===== src/rtl/ps2_pkg.sv =====
// Shared PS/2 definitions: transmitter FSM states, command bytes and the
// default timing constants (50 MHz system clock).
package ps2_pkg;

    typedef enum logic [2:0] {
        IDLE      = 3'd0,
        INHIBIT   = 3'd1,
        RTS       = 3'd2,
        DATA      = 3'd3,
        ACK       = 3'd4,
        WAIT_IDLE = 3'd5
    } ps2_state_e;

    localparam logic [7:0] PS2_CMD_SET_LED = 8'hED;
    localparam logic [7:0] PS2_CMD_ENABLE  = 8'hF4;
    localparam logic [7:0] PS2_CMD_RESET   = 8'hFF;
    localparam logic [7:0] PS2_ACK_BYTE    = 8'hFA;

    // 100 us clock inhibit and 15 ms response window at 50 MHz
    localparam int unsigned PS2_INHIBIT_CYCLES_DEF = 5000;
    localparam int unsigned PS2_TIMEOUT_CYCLES_DEF = 750000;

    // PS/2 frames carry odd parity: data bits plus parity hold an odd number of ones
    function automatic logic ps2_odd_parity(input logic [7:0] b);
        return ~^b;
    endfunction

endpackage


===== src/rtl/ps2_sync_edge.sv =====
// Two-flop synchroniser for the PS/2 clock and data pins plus a registered
// falling-edge detector on the clock. A pin edge shows up on clk_fall three
// clk cycles later. Shared with the PS/2 receive path.
module ps2_sync_edge (
    input  logic clk,
    input  logic clrn,
    input  logic ps2_clk_in,
    input  logic ps2_data_in,
    output logic clk_sync,
    output logic data_sync,
    output logic clk_fall
);

    logic [1:0] clk_ff;
    logic [1:0] data_ff;
    logic       clk_prev;

    // Synchronise both pins (idle bus level is high) and flag clock falls
    always_ff @(posedge clk or negedge clrn) begin
        if (!clrn) begin
            clk_ff   <= 2'b11;
            data_ff  <= 2'b11;
            clk_prev <= 1'b1;
            clk_fall <= 1'b0;
        end else begin
            clk_ff   <= {clk_ff[0], ps2_clk_in};
            data_ff  <= {data_ff[0], ps2_data_in};
            clk_prev <= clk_ff[1];
            clk_fall <= clk_prev & ~clk_ff[1];
        end
    end

    assign clk_sync  = clk_ff[1];
    assign data_sync = data_ff[1];

endmodule


===== src/rtl/ps2_host_tx.sv =====
// PS/2 host-to-device command transmitter. Inhibits the bus, issues a
// request-to-send, shifts out 8 data bits LSB first plus odd parity on the
// device-generated clock, releases for the stop bit and samples the device
// ACK. Pins are open-collector: *_oe = 1 pulls the line low.
//
// Optional build macro PS2_HOST_TX_TIMEOUT_EN: when defined, a frame that
// is not finished within TIMEOUT_CYCLES of clock release is abandoned with
// tx_err. When undefined the FSM waits for the device indefinitely.
//
// Handshake: a command byte is taken on any clk edge where tx_valid and
// tx_ready are both high; tx_ready is high only in IDLE, and tx_valid is
// ignored at all other times (no queueing).
module ps2_host_tx
    import ps2_pkg::*;
#(
    parameter int unsigned INHIBIT_CYCLES = PS2_INHIBIT_CYCLES_DEF,
    parameter int unsigned TIMEOUT_CYCLES = PS2_TIMEOUT_CYCLES_DEF
) (
    input  logic       clk,
    input  logic       clrn,
    input  logic [7:0] tx_data,
    input  logic       tx_valid,
    output logic       tx_ready,
    input  logic       ps2_clk_in,
    input  logic       ps2_data_in,
    output logic       ps2_clk_oe,
    output logic       ps2_data_oe,
    output logic       tx_done,
    output logic       tx_err,
    output logic       busy,
    output ps2_state_e state_dbg
);

    localparam int unsigned IW = $clog2(INHIBIT_CYCLES + 1);
    localparam logic [IW-1:0] INH_LAST = IW'(INHIBIT_CYCLES - 1);

    ps2_state_e    state;
    ps2_state_e    state_nxt;
    logic [IW-1:0] inh_cnt;
    logic [3:0]    bit_idx;     // device clock falls seen since RTS
    logic [8:0]    shreg;       // {parity, data}; bit 0 is the bit on the wire
    logic          ack_ok;
    logic          clk_sync;
    logic          data_sync;
    logic          clk_fall;
    logic          timeout;

    ps2_sync_edge u_sync (
        .clk         (clk),
        .clrn        (clrn),
        .ps2_clk_in  (ps2_clk_in),
        .ps2_data_in (ps2_data_in),
        .clk_sync    (clk_sync),
        .data_sync   (data_sync),
        .clk_fall    (clk_fall)
    );

`ifdef PS2_HOST_TX_TIMEOUT_EN
    localparam int unsigned TW = $clog2(TIMEOUT_CYCLES + 1);
    localparam logic [TW-1:0] TO_LIMIT = TW'(TIMEOUT_CYCLES);

    logic [TW-1:0] to_cnt;

    // Count cycles since clock release; held at zero until RTS is reached
    always_ff @(posedge clk or negedge clrn) begin
        if (!clrn) begin
            to_cnt <= '0;
        end else if (state == IDLE || state == INHIBIT) begin
            to_cnt <= '0;
        end else if (to_cnt != TO_LIMIT) begin
            to_cnt <= to_cnt + TW'(1);
        end
    end

    assign timeout = (state != IDLE) && (state != INHIBIT) && (to_cnt == TO_LIMIT);
`else
    wire unused_timeout_cycles = ^TIMEOUT_CYCLES;
    assign timeout = 1'b0;
`endif

    // State register
    always_ff @(posedge clk or negedge clrn) begin
        if (!clrn) begin
            state <= IDLE;
        end else begin
            state <= state_nxt;
        end
    end

    // Next state, pin drives and result pulses; a timeout overrides everything
    always_comb begin
        state_nxt   = state;
        ps2_clk_oe  = 1'b0;
        ps2_data_oe = 1'b0;
        tx_done     = 1'b0;
        tx_err      = 1'b0;
        case (state)
            IDLE: begin
                if (tx_valid) state_nxt = INHIBIT;
            end
            INHIBIT: begin
                ps2_clk_oe = 1'b1;
                if (inh_cnt == INH_LAST) begin
                    ps2_data_oe = 1'b1;     // start bit goes low before clock release
                    state_nxt   = RTS;
                end
            end
            RTS: begin
                ps2_data_oe = 1'b1;
                if (clk_fall) state_nxt = DATA;
            end
            DATA: begin
                ps2_data_oe = ~shreg[0];
                if (clk_fall && bit_idx == 4'd9) state_nxt = ACK;
            end
            ACK: begin
                if (clk_fall) state_nxt = WAIT_IDLE;
            end
            WAIT_IDLE: begin
                if (clk_sync && data_sync) begin
                    tx_done   = ack_ok;
                    tx_err    = ~ack_ok;
                    state_nxt = IDLE;
                end
            end
            default: state_nxt = IDLE;
        endcase
        if (timeout) begin
            state_nxt   = IDLE;
            ps2_clk_oe  = 1'b0;
            ps2_data_oe = 1'b0;
            tx_done     = 1'b0;
            tx_err      = 1'b1;
        end
    end

    // Frame datapath: latch the byte, time the inhibit, shift bits on clock falls
    always_ff @(posedge clk or negedge clrn) begin
        if (!clrn) begin
            inh_cnt <= '0;
            bit_idx <= '0;
            shreg   <= '0;
            ack_ok  <= 1'b0;
        end else begin
            case (state)
                IDLE: begin
                    if (tx_valid) begin
                        shreg   <= {ps2_odd_parity(tx_data), tx_data};
                        inh_cnt <= '0;
                        bit_idx <= '0;
                        ack_ok  <= 1'b0;
                    end
                end
                INHIBIT: inh_cnt <= inh_cnt + IW'(1);
                RTS: begin
                    if (clk_fall) bit_idx <= bit_idx + 4'd1;
                end
                DATA: begin
                    if (clk_fall) begin
                        bit_idx <= bit_idx + 4'd1;
                        shreg   <= shreg >> 1;
                    end
                end
                ACK: begin
                    if (clk_fall) ack_ok <= ~data_sync;
                end
                default: ;
            endcase
        end
    end

    assign tx_ready  = (state == IDLE);
    assign busy      = (state != IDLE);
    assign state_dbg = state;

endmodule


===== config.mk =====
export PLATFORM = sky130hd
export DESIGN_NAME = ps2_host_tx
export DESIGN_NICKNAME = d
export VERILOG_FILES = /design/src/rtl/ps2_pkg.sv /design/src/rtl/ps2_sync_edge.sv /design/src/rtl/ps2_host_tx.sv
export SDC_FILE = /design/constraint.sdc
export NUM_CORES = 1
export LEC_CHECK = 0
export ABC_AREA = 1
export CAP_MARGIN = 20
export CORE_ASPECT_RATIO = 0.8
export CORE_MARGIN = 2
export CORE_UTILIZATION = 45
export DETAILED_ROUTE_END_ITERATION = 16
export PLACE_DENSITY_LB_ADDON = 0.2
export SLEW_MARGIN = 10
export SYNTH_ARGS = -nofsm -noshare
export SYNTH_HDL_FRONTEND = slang
export SYNTH_SLANG_ARGS = --single-unit

===== constraint.sdc =====
create_clock -name clk -period 1.4 [get_ports clk]
set_input_delay 0.28 -clock clk [delete_from_list [all_inputs] [get_ports clk]]
set_output_delay 0.28 -clock clk [all_outputs]
set_load 0.02 [all_outputs]

**Word level (Yosys, flattened, before mapping)**

Cells that the tools add are included.

- Flip-flop bits (word level): 36
- Bits of input ports: 13
- Output and inout port bits: 9

- Add/sub/neg operators: 2
- Equality and inequality tests: 15
- Mux-type cells: 25
- Bitwise gates (word level): 5
- Reduce and logical (&&, ||, !) cells: 15

Operators with widths:

| cell | count |
|---|---|
| 13-bit one-hot mux with 2 select lines | 1 |
| 3-bit two-way mux | 6 |
| 9-bit two-way mux | 2 |
| 3-bit one-hot mux with 6 select lines | 1 |
| 9-bit one-hot mux with 2 select lines | 1 |
| 13-bit by 1-bit adder with 13-bit output, second input constant | 1 |
| 13-bit == test, second input constant | 1 |
| 13-bit two-way mux | 1 |
| 3-bit AND reduction | 3 |
| 1-bit two-way mux | 8 |
| 4-bit two-way mux | 2 |
| 2-bit by 1-bit inequality test with 1-bit output, second input constant | 4 |
| 2-bit inequality test, second input constant | 4 |
| 4-bit one-hot mux with 2 select lines | 1 |
| 2-bit nonzero test | 4 |
| 8-bit XNOR reduction | 1 |
| 3-bit by 2-bit == test with 1-bit output, second input constant | 2 |
| 3-bit == test, second input constant | 2 |
| 6-bit AND reduction | 1 |
| 4-bit by 1-bit adder with 4-bit output, second input constant | 1 |
| 4-bit == test, second input constant | 1 |
| 1-bit inverter | 4 |
| 3-bit by 1-bit == test with 1-bit output, second input constant | 1 |
| 3-bit logical NOT | 1 |
| 7 further kinds | 8 |

**Depth between registers and ports, before layout**

Gate-level depths: netlist of run 1.

- Word-level depth: 4
- Depth in mapped cells: 10
- Depth with buffers taken out: 9

**Hierarchy**

Synthesis of run 1 repeated with hierarchy kept, for this count alone.

- Cell total of the unflattened synthesis: 266
- Area total of the unflattened synthesis: 2065.7 um2

Modules (own cells, without submodules):

| module | times used | cells each | area each (um2) | seq. area each (um2) |
|---|---|---|---|---|
| ps2_host_tx | 1 | 258 | 1899.3 | 750.7 |
| ps2_sync_edge | 1 | 8 | 166.4 | 156.4 |

**Least setup slack after synthesis of run 1**

No wires, ideal clock.

- Path kind: register -> output
- Start: register state[1], in the netlist state_dbg[1]
- End: output ps2_data_oe
- Arrival time: 1233 ps
- Setup slack: -113 ps
- Stages on the path, launching flop included: 6
- Buffers on the path: 0
- Cells stage by stage: dfrtp_1 inv_2 nor2_2 inv_1 a21oi_1 o21bai_1

- Longest elaborated chain between the ends: 2
- Elaborated cells between the ends (all ways): 4
- Those cells by class: eq/ne (3); mux (1)

Ends and longest elaborated chain:

| element | line | RTL |
|---|---|---|
| start, declared | ps2_host_tx.sv:37 | `ps2_state_e state;` |
| start signal, assigned | ps2_host_tx.sv:86 | `state <= state_nxt;` |
| 3-bit by 2-bit == test with 1-bit output / 3-bit by 1-bit == test with 1-bit output (equally long branches) | ps2_host_tx.sv:97 | `case (state)` |
| 1-bit one-hot mux with 3 select lines (*) | ps2_host_tx.sv:97 |  |
| end, declared | ps2_host_tx.sv:27 | `output logic ps2_data_oe,` |

Mark *: on every way between the ends. The rest lies on a longest branch, timed or not.

**Final worst setup path of run 1**

- Start: register inh_cnt[0]
- End: output ps2_data_oe

- Longest elaborated chain between the ends: 3

Ends and longest elaborated chain:

| element | line | RTL |
|---|---|---|
| start, declared | ps2_host_tx.sv:39 | `logic [IW-1:0] inh_cnt;` |
| start signal, assigned | ps2_host_tx.sv:154 | `INHIBIT: inh_cnt <= inh_cnt + IW'(1);` |
| 13-bit == test | ps2_host_tx.sv:103 | `if (inh_cnt == INH_LAST) begin` |
| 1-bit two-way mux | ps2_host_tx.sv:103 |  |
| 1-bit one-hot mux with 3 select lines | ps2_host_tx.sv:97 |  |

No other way between the ends.

==> results of run 1 <==
==> per-layer routing <==
layer | GRT usage (%) | routed length (um) | part of all wire, %
met1 | 31.5 | 2510 | 45
met2 | 32.1 | 2580 | 47
met3 | 4.46 | 300 | 5.4
met4 | 11.9 | 151 | 2.7
met5 | 0 | 0 | 0
==> cells in the final DEF (no fill, tap or decap), types with 5 or more instances in the layout <==
cell / instances
nand2_1: 68
buf_4: 43
dfrtp_1: 28
inv_1: 20
buf_6: 17
nor2_1: 16
nand3_1: 13
nand2_2: 12
nor2_4: 12
clkdlybuf4s50_1: 12
a31oi_1: 9
nand2_4: 7
o21ai_1: 7
xor2_1: 6
clkbuf_8: 6
xnor2_1: 5
nand3_2: 5
dfstp_2: 5
==> worst min-delay path by stage <==
stage	endpoint	slack [ns]	start	cells past startpoint
6_report	bit_idx[1]	0.34	clrn	2
5_1_grt	bit_idx[1]	0.37	clrn	2
4_1_cts	inh_cnt[3]	0.35	clrn	2
3_5_place_dp	u_sync.clk_ff[1]	0.35	u_sync.clk_ff[0]	0
3_3_place_gp	u_sync.clk_ff[1]	0.35	u_sync.clk_ff[0]	0
2_1_floorplan	ack_ok	-0.02	clrn	0
==> per-stage QoR <==
stage	utilization, %	setup TNS (ns)	area (um2)	instances
floorplan	-	-0.192	2060	259
global placement	62.3	-2.22	2670	378
detailed placement	62.3	-2.84	2670	378
CTS	70.4	-4.03	3010	398
global route	74.0	-6.90	3170	399
finish	74.0	-4.87	3170	399
==> cell families (layout without fill, tap and decap cells) <==
logic type / count (synthesis) / count (layout)
flops: 36 / 36
compound gates: 33 / 33
fa+ha+maj: 3 / 3
buf+inv: 30 / 112
xor+xnor: 11 / 11
simple gates: 146 / 147
==> repair_timing <==
item | CTS | global route
pin swaps | 25 | 13
gates cloned | 1 | 0
hold endpoints to repair | 0 | 0
setup buffers | 11 | 3
resized for setup | 98 | 41
setup endpoints to repair | 36 | 38
==> power breakdown <==
| group | switching (mW) | total, mW | internal, mW |
|---|---|---|---|
| Clock | 0.398 | 0.791 | 0.393 |
| Combinational | 1.88 | 3.63 | 1.75 |
| Sequential | 0.297 | 1.64 | 1.35 |
| Total | 2.57 | 6.07 | 3.49 |
==> worst reg2reg max path: stages, from the launching register on <==
cell and delay (ns):
dfrtp_2 0.44, buf_6 0.13, nor2_4 0.12, nand2_4 0.08, buf_12 0.13, clkinv_8 0.04, buf_8 0.11, nand2_4 0.06
o211ai_1 0.09, buf_4 0.17, nand2_2 0.05, o21ai_1 0.09
==> flip-flops by register name, indices dropped and copies added, names as in the netlist <==
name             cells
inh_cnt             13
shreg                9
bit_idx              4
u_sync.clk_prev      1
u_sync.clk_fall      1
u_sync.clk_ff        2
ack_ok               1
state_dbg            3
u_sync.data_ff       2
==> layout make-up <==
type                            count  share of cell area, %
Tap cell                           57                   2.25
Clock inverter                      2                  0.316
Sequential cell                    36                   28.7
Multi-Input combinational cell    194                   38.9
Inverter                           26                   3.71
Clock buffer                        6                   2.61
Timing Repair Buffer               78                   23.5
==> impl_metrics.toml, run 1 <==
[synthesis]
synth_top_area_share_pct = 37.8
synth_nets = 275
synth-edff-count = 0
synth_top_family_by_area = "simple AND/OR/NAND/NOR gates"
ys_warn_count = 0
synth_area_leaders = "dfrtp_1 38%, nand2_1 15%, dfstp_2 6.4%, nor2_1 4.6%, nand3_1 4.4%"
synth.area.mux_share_pct = 0
synth_common_cells = "80 x nand2_1, 31 x dfrtp_1, 25 x nor2_1, 20 x inv_1, 18 x nand3_1"
synthAdderAreaFrac_pct = 1.83
synthDistinctLibCells = 30
syn_inst = 259
yosysMostFrequentCell = "nand2_1"
netlist_area_mm2 = 0.00205
synth_xor_area_share_pct = 4.69
ys_seq_area_share_pct = 44.2
synth_area_leader_cell = "dfrtp_1"
ys.flop_type = "dfrtp_1"
synthArstFlopShare_pct = 100
synth_compound_area_share_pct = 9.26
postSynthAreaPerCell_um2 = 7.93
ys_ff_latch = 36
synthSimpleGateAreaFrac_pct = 32.5

[pwr]
p_leak_nw = 1.48
irDropWorstVdd_mv = 1.34
total_power_mw = 6.07
power_density_mw_per_mm2 = 1910

[sta]
tightest_slew_ns = 0.225
layout_min_cycle_time_ns = 1.74
period_share_pct = 125
holdWs_ns = 0.340
finalHoldViolations = 0
final-setup-viol-count = 36
rsz0062_at_grt = "true"
clock_skew_ns = 0.00980
slew_headroom_pct = 84.9
clock.fmax_mhz = 574
final_max_slew_viol_count = 0
layout_setup_ws_ns = -0.344

[placement]
port_buffers = 21
dp_hpwl_um = 3360
dp_worst_setup_slack_ns = -0.398
place.gp.congestion = 0.826

[worst_setup_path]
cp_cell_sequence = "ha_2 -> nand2_2 -> nor2_1 -> nand3_1 -> o21bai_2 -> buf_6"
critPathMaxStageDelay_ns = 0.37
crit_type = "flip-flop to output port"
worst-endpoint-required_ns = 1.12
reg2reg_slack_ns = -0.20
critPathBufInv = 1
crit_fanout = 2
crit_family = "flip-flops"
endpoint = "ps2_data_oe"
cp.arrival_ns = 1.46
slowest_stage = "dfrtp_1"
end_kind = "output port"
worst-path-stages = 6
worstSetupStartpointType = "flip-flop"
r2r_cells = 11
reg2reg_from = "state_dbg[1]"
startpoint = "inh_cnt[0]"
r2r-end = "bit_idx[0]"

[worst_hold_path]
holdCritPathClass = "primary input to async pin"

[layout]
fillers = 306
diodes = 0
area.sequential_um2 = 911
nets = 357
drive_above_1_share_pct = 41.5
multi_input_area_mm2 = 0.00123
area_delta_synth_final_pct = 54.3

[die]
initial_core_util_pct = 48.0
num_rows = 21
boundaryPins = 22
fp.coreArea_mm2 = 0.00428
die-area_mm2 = 0.00513
die_w_um = 79.5
die_h_um = 64.4

[detailed_routing]
vias = 2034
routed_via_density = 5.10
wl_per_cell_um = 13.9
ant_nets = 0
remaining_drc_errors = 0
wl_um = 5550
drtIter0Drc = 115
dr.pass1.iters = 4

[clock_tree]
cts_tree = "yes"
clockRootBuffer = "clkbuf_8"
clock_tree.buffer_depth = 2
h-tree-depth = 2
clk_latency_ns = 0.30
clock_sinks = 36
cts.clk_slew.worst_paths_ns = 0.08
cts_buffers = 5
holdBufCountCts = 0

[grt]
overflow = 0
antenna_found_initial = 0
grt_pass1_wl_um = 8750
grt_usage_pct = 22.3
first_global_vias = 1849
grt_max_degree = 37

[status]
status = "finished, violations left"
violations = "negative setup slack"

[flow_run]
maxCapViolCount = 0
No activity file was read; power rests on OpenSTA's default activity.
==> inputs of run 2 (changes only) <==
CAP_MARGIN = unset   (was 20)
CTS_CLUSTER_SIZE = 28   (was unset)
RECOVER_POWER = 25   (was unset)
==> impl_metrics.toml, run 2 (synthesis gave the netlist of run 1 again) <==
[status]
status = "finished, violations left"
violations = "negative setup slack"

[die]
num_rows = 21
fp.coreArea_mm2 = 0.00428
initial_core_util_pct = 48.0
die-area_mm2 = 0.00513
die_h_um = 64.4
boundaryPins = 22
die_w_um = 79.5

[pwr]
p_sw_share_pct = 42.5
power_density_mw_per_mm2 = 1920
total_power_mw = 6.06
seqPwrFrac_pct = 27.1
p_int_mw = 3.49
power.switching_mw = 2.57
p_comb_share_pct = 59.8
irDropWorstVdd_mv = 1.34
clkPwrFrac_pct = 13.0
p_leak_nw = 1.47

[sta]
final-setup-viol-count = 36
clock_skew_ns = 0.00980
tightest_slew_ns = 0.883
final_max_slew_viol_count = 0
rsz0062_at_grt = "true"
holdWs_ns = 0.360
layout_setup_ws_ns = -0.344
clock.fmax_mhz = 574
slew_headroom_pct = 41.1
fin_tns_setup_ns = -4.87
layout_min_cycle_time_ns = 1.74
finalHoldViolations = 0
period_share_pct = 125

[grt]
antenna_found_initial = 0
overflow = 0
grt_pass1_wl_um = 8750
grt_max_degree = 37
met2_usage_pct = 32.1
first_global_vias = 1849
gr-usage-met1_pct = 31.5
busiest_layer = "met2"
grtUsageMet3_pct = 4.46
grt_usage_pct = 22.3

[clock_tree]
clockRootBuffer = "clkbuf_8"
clock_sinks = 36
clock_tree.buffer_depth = 2
clk_latency_ns = 0.30
cts.clk_slew.worst_paths_ns = 0.08
h-tree-depth = 2
cts_buffers = 5
cts_tree = "yes"

[flow_run]
maxCapViolCount = 0

[detailed_routing]
drtIter0Drc = 115
vias = 2033
dr.pass1.iters = 4
routed_via_density = 5.10
remaining_drc_errors = 0
wl_per_cell_um = 13.9
ant_nets = 0
wl_um = 5550

[layout]
top_regs = "inh_cnt: 13 flops, shreg: 9 flops, bit_idx: 4 flops"
nets = 357
final_area_mm2 = 0.00315
final_common_cell = "nand2_1"
mostFrequentLayoutCells = "68 x nand2_1, 43 x buf_4, 28 x dfrtp_1"
largest-register = "inh_cnt"
largest_reg_flops = 13
area_delta_synth_final_pct = 53.5
drive_above_1_share_pct = 41.5
diodes = 0
layout.cells.non_filler = 399

[worst_setup_path]
r2r_cells = 11
end_kind = "output port"
crit_fanout = 2
worst-endpoint-required_ns = 1.12
worstSetupStartpointType = "flip-flop"
crit_type = "flip-flop to output port"
cp.arrival_ns = 1.46
reg2reg_from = "state_dbg[1]"
startpoint = "inh_cnt[0]"

[worst_hold_path]
holdCritPathClass = "flip-flop to flip-flop"
min_path_cells = 0
min-delay-start = "u_sync.clk_ff[0]"

[placement]
port_buffers = 21
dp_hpwl_um = 3360
dpl_cell_area_mm2 = 0.00267
place.gp.congestion = 0.826
dp_cells = 378
## run 2: changes by cell type in the layout (fill, tap and decap cells not counted), sizes merged
| cell | delta |
|---|---|
| clkdlybuf4s50 | -2 |
| clkbuf | +1 |
| buf | -1 |
| dlygate4sd3 | +2 |
## run 2: power groups by stage
| stage | sequential, mW | clock (mW) | combinational, mW |
|---|---|---|---|
| after detailed placement | 1.58 | 0 | 2.54 |
| after CTS | 1.58 | 0.803 | 3.21 |
| after floorplan | 1.60 | 0 | 1.49 |
| final | 1.64 | 0.791 | 3.63 |
| after global routing | 1.68 | 0.852 | 3.91 |
| after global placement | 1.57 | 0 | 2.50 |
## run 2: through the flow
stage	setup slack (ns)	utilization (%)
3_5_place_dp	-0.398	62.3
2_1_floorplan	-0.0419	-
3_3_place_gp	-0.382	62.3
6_report	-0.344	73.6
4_1_cts	-0.279	70.4
5_1_grt	-0.427	73.6
## run 2: worst paths after layout
path,end,slack [ns]
max,ps2_data_oe,-0.34
min in group asynchronous,bit_idx[1],0.55
max reg2reg,bit_idx[0],-0.20
min reg2reg,u_sync.clk_ff[1],0.36
max in group asynchronous,state_dbg[2],0.23
min,u_sync.clk_ff[1],0.36
## run 2: worst max-delay path, stage by stage (launching register included)
cell,delay [ns]
dfrtp_1,0.37
ha_2,0.20
nand2_2,0.06
nor2_1,0.08
nand3_1,0.14
o21bai_2,0.18
buf_6,0.14
## run 2: routing by layer
metal  vias up  wire length (um)
met4         0               151
li1       1003                 -
met1       958              2510
met2        58              2580
met3        14               300
met5         -                 0
## run 2: cell type report
class,instances,area (um2)
multi-input combinational,194,1230
fill,308,1130
sequential,36,911
timing repair buffer,78,729
inverter,26,118
clock buffer,6,82.6
tap,57,71.3
clock inverter,2,10.0
## run 2: what timing repair did
item	4_1_cts	5_1_grt
cloned	1	0
buffers inserted	11	3
pin swaps	25	13
resized for setup	98	41
hold buffers	0	0
endpoints found under the setup margin	36	38
